--- src/rtl/wb_pkg.sv ---
// Shared types and constants for the write-back arbiter.
package wb_pkg;
    localparam int DW     = 32;
    localparam int AW     = 5;
    localparam int NREG   = 1 << AW;
    localparam int QDEPTH = 4;
    localparam int STARVE = 8;

    localparam logic [AW-1:0] REG_ZERO = '0;

    typedef struct packed {
        logic [AW-1:0] wa;
        logic [DW-1:0] wd;
    } wb_req_t;
endpackage

--- src/rtl/wb_fifo.sv ---
// Synchronous FIFO of write-back requests; DEPTH must be a power of two.
module wb_fifo
    import wb_pkg::*;
#(
    parameter int DEPTH = 4
) (
    input  logic                   clk,
    input  logic                   rst_n,
    input  logic                   push_i,
    input  logic                   pop_i,
    input  wb_req_t                din_i,
    output wb_req_t                dout_o,
    output logic                   full_o,
    output logic                   empty_o,
    output logic [$clog2(DEPTH):0] count_o
);
    localparam int PW = $clog2(DEPTH);
    localparam int CW = PW + 1;

    wb_req_t         mem_q [DEPTH];
    logic [PW-1:0]   wr_ptr_q, rd_ptr_q;
    logic [CW-1:0]   count_q, count_d;
    logic            do_push, do_pop;

    assign full_o  = (count_q == CW'(DEPTH));
    assign empty_o = (count_q == '0);
    assign count_o = count_q;
    assign dout_o  = mem_q[rd_ptr_q];
    assign do_push = push_i && !full_o;
    assign do_pop  = pop_i && !empty_o;

    // Occupancy update; simultaneous push and pop leaves it unchanged.
    always_comb begin
        count_d = count_q;
        if (do_push && !do_pop) count_d = count_q + 1'b1;
        if (do_pop && !do_push) count_d = count_q - 1'b1;
    end

    // Storage array, no reset needed: entries are only read once written.
    always_ff @(posedge clk) begin
        if (do_push) mem_q[wr_ptr_q] <= din_i;
    end

    // Pointers wrap naturally at the power-of-two depth.
    always_ff @(posedge clk) begin
        if (!rst_n) begin
            wr_ptr_q <= '0;
            rd_ptr_q <= '0;
            count_q  <= '0;
        end else begin
            if (do_push) wr_ptr_q <= wr_ptr_q + 1'b1;
            if (do_pop)  rd_ptr_q <= rd_ptr_q + 1'b1;
            count_q <= count_d;
        end
    end
endmodule

--- src/rtl/wb_arbiter.sv ---
// Write-back arbiter: pipeline results win the regfile port, long-latency
// results queue behind them; a scoreboard tracks pending long-latency writes.
module wb_arbiter
    import wb_pkg::*;
#(
    parameter int QD  = QDEPTH,
    parameter int STV = STARVE
) (
    input  logic            clk,
    input  logic            rst_n,
    input  logic            pipe_we_i,
    input  logic [AW-1:0]   pipe_wa_i,
    input  logic [DW-1:0]   pipe_wd_i,
    input  logic            lng_valid_i,
    output logic            lng_ready_o,
    input  logic [AW-1:0]   lng_wa_i,
    input  logic [DW-1:0]   lng_wd_i,
    input  logic            iss_valid_i,
    input  logic [AW-1:0]   iss_wa_i,
    output logic [NREG-1:0] busy_o,
    output logic            starve_o,
    output logic            regwrite_o,
    output logic [AW-1:0]   wa_o,
    output logic [DW-1:0]   wd_o
);
    localparam int CW = $clog2(QD) + 1;
    localparam int SW = $clog2(STV + 1);

    wb_req_t         head, lng_req;
    logic            q_full, q_empty;
    logic [CW-1:0]   q_count;
    logic            pipe_wr, enq, deq;

    logic            regwrite_q, regwrite_d;
    logic [AW-1:0]   wa_q, wa_d;
    logic [DW-1:0]   wd_q, wd_d;
    logic [NREG-1:0] busy_q, busy_d;
    logic [SW-1:0]   starve_cnt_q, starve_cnt_d;
    logic            starve_q;

    // A write to $0 is not a write: it neither reaches the port nor blocks the queue.
    assign pipe_wr     = pipe_we_i && (pipe_wa_i != REG_ZERO);
    assign lng_ready_o = !q_full;
    assign enq         = lng_valid_i && lng_ready_o && (lng_wa_i != REG_ZERO);
    assign deq         = !pipe_wr && !q_empty;
    assign lng_req     = '{wa: lng_wa_i, wd: lng_wd_i};

    wb_fifo #(.DEPTH(QD)) u_fifo (
        .clk     (clk),
        .rst_n   (rst_n),
        .push_i  (enq),
        .pop_i   (deq),
        .din_i   (lng_req),
        .dout_o  (head),
        .full_o  (q_full),
        .empty_o (q_empty),
        .count_o (q_count)
    );

    // Port priority mux, scoreboard update and starve counter next state.
    always_comb begin
        regwrite_d   = 1'b0;
        wa_d         = wa_q;
        wd_d         = wd_q;
        busy_d       = busy_q;
        starve_cnt_d = starve_cnt_q;

        if (pipe_wr) begin
            regwrite_d = 1'b1;
            wa_d       = pipe_wa_i;
            wd_d       = pipe_wd_i;
        end else if (deq) begin
            regwrite_d = 1'b1;
            wa_d       = head.wa;
            wd_d       = head.wd;
        end

        // Clear first so a same-cycle issue to the same register wins.
        if (deq) busy_d[head.wa] = 1'b0;
        if (iss_valid_i && (iss_wa_i != REG_ZERO)) busy_d[iss_wa_i] = 1'b1;
        busy_d[0] = 1'b0;

        if (deq || q_empty) starve_cnt_d = '0;
        else if (starve_cnt_q != SW'(STV)) starve_cnt_d = starve_cnt_q + 1'b1;
    end

    // State and registered outputs, synchronous active-low reset.
    always_ff @(posedge clk) begin
        if (!rst_n) begin
            regwrite_q   <= 1'b0;
            wa_q         <= '0;
            wd_q         <= '0;
            busy_q       <= '0;
            starve_cnt_q <= '0;
            starve_q     <= 1'b0;
        end else begin
            regwrite_q   <= regwrite_d;
            wa_q         <= wa_d;
            wd_q         <= wd_d;
            busy_q       <= busy_d;
            starve_cnt_q <= starve_cnt_d;
            starve_q     <= (starve_cnt_d == SW'(STV));
        end
    end

    assign regwrite_o = regwrite_q;
    assign wa_o       = wa_q;
    assign wd_o       = wd_q;
    assign busy_o     = busy_q;
    assign starve_o   = starve_q;

    // Protocol rules the surrounding pipeline must honour.
    a_iss_not_busy: assert property (@(posedge clk) disable iff (!rst_n)
        (iss_valid_i && iss_wa_i != REG_ZERO) |->
            (!busy_q[iss_wa_i] || (deq && head.wa == iss_wa_i)));
    a_pipe_not_busy: assert property (@(posedge clk) disable iff (!rst_n)
        pipe_wr |-> !busy_q[pipe_wa_i]);
    a_lng_busy: assert property (@(posedge clk) disable iff (!rst_n)
        enq |-> busy_q[lng_wa_i]);
    a_full_count: assert property (@(posedge clk) disable iff (!rst_n)
        q_full == (q_count == CW'(QD)));
endmodule
--- config.mk ---
export PLATFORM = sky130hd
export DESIGN_NAME = wb_arbiter
export DESIGN_NICKNAME = d
export VERILOG_FILES = /design/src/rtl/wb_pkg.sv /design/src/rtl/wb_fifo.sv /design/src/rtl/wb_arbiter.sv
export SDC_FILE = /design/constraint.sdc
export NUM_CORES = 1
export LEC_CHECK = 0
export CORE_MARGIN = 10
export CORE_UTILIZATION = 45
export DETAILED_ROUTE_END_ITERATION = 8
export MAX_ROUTING_LAYER = met4
export PLACE_DENSITY = 0.71
export SYNTH_ARGS = -nofsm -noshare
export SYNTH_HDL_FRONTEND = slang
export SYNTH_SLANG_ARGS = --single-unit
--- constraint.sdc ---
create_clock -name clk -period 5.2 [get_ports clk]
set_input_delay 0.78 -clock clk [delete_from_list [all_inputs] [get_ports clk]]
set_output_delay 0.78 -clock clk [all_outputs]
set_load 0.02 [all_outputs]
==> flow_summary.json <==
{
  "synth_most_common_cell": "edfxtp_1",
  "met1_usage": 0.220,
  "drv_cap": 0,
  "synth.area.top_cells": "edfxtp_1 48%, dfxtp_1 18%, mux4_2 9.0%, nand2_1 3.8%, o21ai_0 3.1%",
  "via_per_inst": 5.47,
  "worstSetupPathType": "input port to flip-flop",
  "area_growth_pct": 26.6,
  "synth_area_leader_cell": "edfxtp_1",
  "cts_resized": 0,
  "ant_nets": 0,
  "crit_fanout": 7,
  "yosysSeqAreaShare": 0.659,
  "crit_required_ns": 5.62,
  "synth.cell_area_mm2": 0.00926,
  "r2r_setup_slack_ns": 2.58,
  "route.detailed.drc": 0,
  "gp_congestion": 0.833,
  "final_nets": 912,
  "syn_area_per_cell_um2": 13.6,
  "dieArea_mm2": 0.0267,
  "critPathSlowestCell": "or4_1",
  "vdd_drop_max_uv": 261,
  "cp-start-kind": "input port",
  "drt_iter0_drc": 421,
  "antenna_found_initial": 2,
  "pin_count": 156,
  "cts_num_sinks": 231,
  "grt_usage": 0.165,
  "numCtsBuffers": 24,
  "synth_fp_nets": 772,
  "clock_skew_ns": 0.00639,
  "io_buffer_count": 154,
  "power_density_mw_per_mm2": 442,
  "period_minus_slack_ns": 2.96,
  "setup_tns_ns": 0,
  "synthCells": 680,
  "layout-drive-gt1-share": 0.127,
  "place.detailed.hpwl_um": 14200,
  "max-slew-margin-rel": 0.279,
  "fmax_ghz": 0.337,
  "cp_slowest_stage_delay_ns": 0.56,
  "yosys_most_used_dff": "edfxtp_1",
  "fp.dieW_um": 163,
  "outcome": "finished clean",
  "grt_overflow": 0,
  "cts_hold_buf": 0,
  "synth_edf_count": 148,
  "gr-usage-met2": 0.252,
  "wire_per_inst_um": 19.9,
  "hold_path_class": "flip-flop to flip-flop",
  "vias": 6058,
  "drt-total-wl_um": 22000,
  "grt_pass1_vias": 6215,
  "post-route-period-util": 0.570,
  "ctsLongestPathBuffers": 3,
  "dieHeight_um": 163,
  "dr.pass1.iters": 7,
  "worstSkewPairLatency_ns": 0.50,
  "synth_warnings": 0,
  "cp_cell_sequence": "clkdlybuf4s50_1 > or4_1 > o211a_1 > inv_2 > ha_1 > inv_1 > fa_1 > xor2_1 > or3_1 > a21oi_1",
  "yosys.cell_types.count": 48,
  "synthTopCellsByCount": "148 x edfxtp_1, 93 x nand2_1, 83 x dfxtp_1",
  "path_clk_slew_ns": 0.06,
  "cts-root-buf": "clkbuf_16",
  "final-setup-viol-count": 0,
  "async_flop_share": 0,
  "grt_pass1_wl_um": 34400,
  "initial_core_util": 0.458,
  "htreeDepth": 1,
  "hold_viol_final": 0,
  "leakagePower_uw": 0.00381,
  "cts_tree": "done",
  "grt_max_degree": 78,
  "slew_viol_final": 0,
  "grtUsageMet3": 0.0405,
  "ys_seq_elements": 231,
  "postLayoutCoreUtil": 0.580,
  "rows": 52,
  "end_kind": "flip-flop",
  "rsz0062_at_grt": "no",
  "grt.busiest_layer": "met2",
  "cts_setup_buffers": 0,
  "worst_pin_slew_ns": 1.08,
  "synth_top_area_frac": 0.480,
  "core_mm2": 0.0202,
  "crit_arrival_ns": 3.39
}
placed cells by master (no fill, tap or decap), types with 4 or more instances in the layout:
cell             netlist  layout
clkbuf_16              0      25
a41oi_2                4       4
and2_2                 0       4
nand2_1               93      93
a41oi_1               12      12
a21oi_1               24      24
buf_4                  3       6
nor3b_1                5       5
nand3_1                5       5
ha_1                   7       7
o21ai_0               58      58
a31oi_1               42      42
mux4_2                37      37
clkdlybuf4s50_1        0     153
or3_1                  5       5
inv_1                  9       9
dfxtp_1               83      81
nand3b_1               6       6
nor2_1                40      40
edfxtp_1             148     148
nor2b_1                5       5
a311oi_1               5       5
stage by stage:
step | instance area (µm²) | hold slack (ns) | instances | setup slack, ns | power (µW)
after floorplan | 9260 | 0.460 | 680 | 2.36 | 3120
final | 11700 | 0.472 | 1107 | 2.24 | 5190
after CTS | 11700 | 0.476 | 1105 | 2.26 | 5240
after global placement | 11000 | 0.462 | 1064 | 1.77 | 3590
after global routing | 11700 | 0.495 | 1107 | 2.12 | 5440
after detailed placement | 11000 | 0.463 | 1064 | 1.73 | 3600
logic make-up (layout without fill, tap and decap cells):
| group | Yosys count | count (layout) | synth area share |
|---|---|---|---|
| AO/OA/AOI/OAI | 158 | 158 | 0.111 |
| multiplexers | 37 | 37 | 0.0900 |
| adder cells (fa/ha/maj) | 8 | 8 | 0.0116 |
| other | 1 | 3 | 0.000405 |
| AND/OR/NAND/NOR | 182 | 182 | 0.0937 |
| buffers and inverters | 57 | 212 | 0.0288 |
| flip-flops | 231 | 231 | 0.659 |
| XOR/XNOR | 6 | 6 | 0.00567 |
power by group:
part / switching [µW] / total (µW) / internal [µW]
Sequential: 83.8 / 2240 / 2150
Combinational: 802 / 1320 / 513
Clock: 669 / 1630 / 963
Total: 1560 / 5190 / 3630
per-layer routing:
metal | routed length [µm] | share of wire | vias up
met5 | 0 | 0 | -
met4 | 315 | 0.014 | 0
met3 | 1880 | 0.086 | 27
met2 | 10100 | 0.46 | 253
met1 | 9720 | 0.44 | 2919
li1 | - | - | 2859
cell type report:
cell class / instances / area (µm²)
fillers: 1620 / 8500
flip-flops and latches: 231 / 6110
multi-input cells: 392 / 2900
repair buffers: 160 / 1580
clock buffers: 31 / 678
well taps: 270 / 338
clock inverters: 10 / 78.8
inverters: 11 / 41.3
diodes: 2 / 5.00
registers in the layout, indices dropped and copies added, names as in the netlist, named ones only:
name / cells
u_fifo.mem_q: 148
busy_o: 31
u_fifo.wr_ptr_q: 2
regwrite_o: 1
wd_o: 32
wa_o: 5
u_fifo.rd_ptr_q: 2
u_fifo.count_o: 3
starve_cnt_q: 4
starve_o: 1
final timing paths:
| check | start | to | cells after the start |
|---|---|---|---|
| worst max-delay path | lng_wa_i[0] | u_fifo.count_o[2] | 10 |
| worst min-delay path | wd_o[24] | wd_o[24] | 2 |
| worst max register to register | flip-flop | busy_o[25] | 4 |
| worst min register to register | wd_o[24] | wd_o[24] | 2 |
worst max-delay path: cells and delay by family:
kind / cells / cell delay [ns]
buf+inv: 3 / 0.61
simple gates: 2 / 0.86
fa+ha+maj: 2 / 0.54
compound gates: 2 / 0.44
xor+xnor: 1 / 0.15
Note: power is estimated with default switching activity, not from simulation.
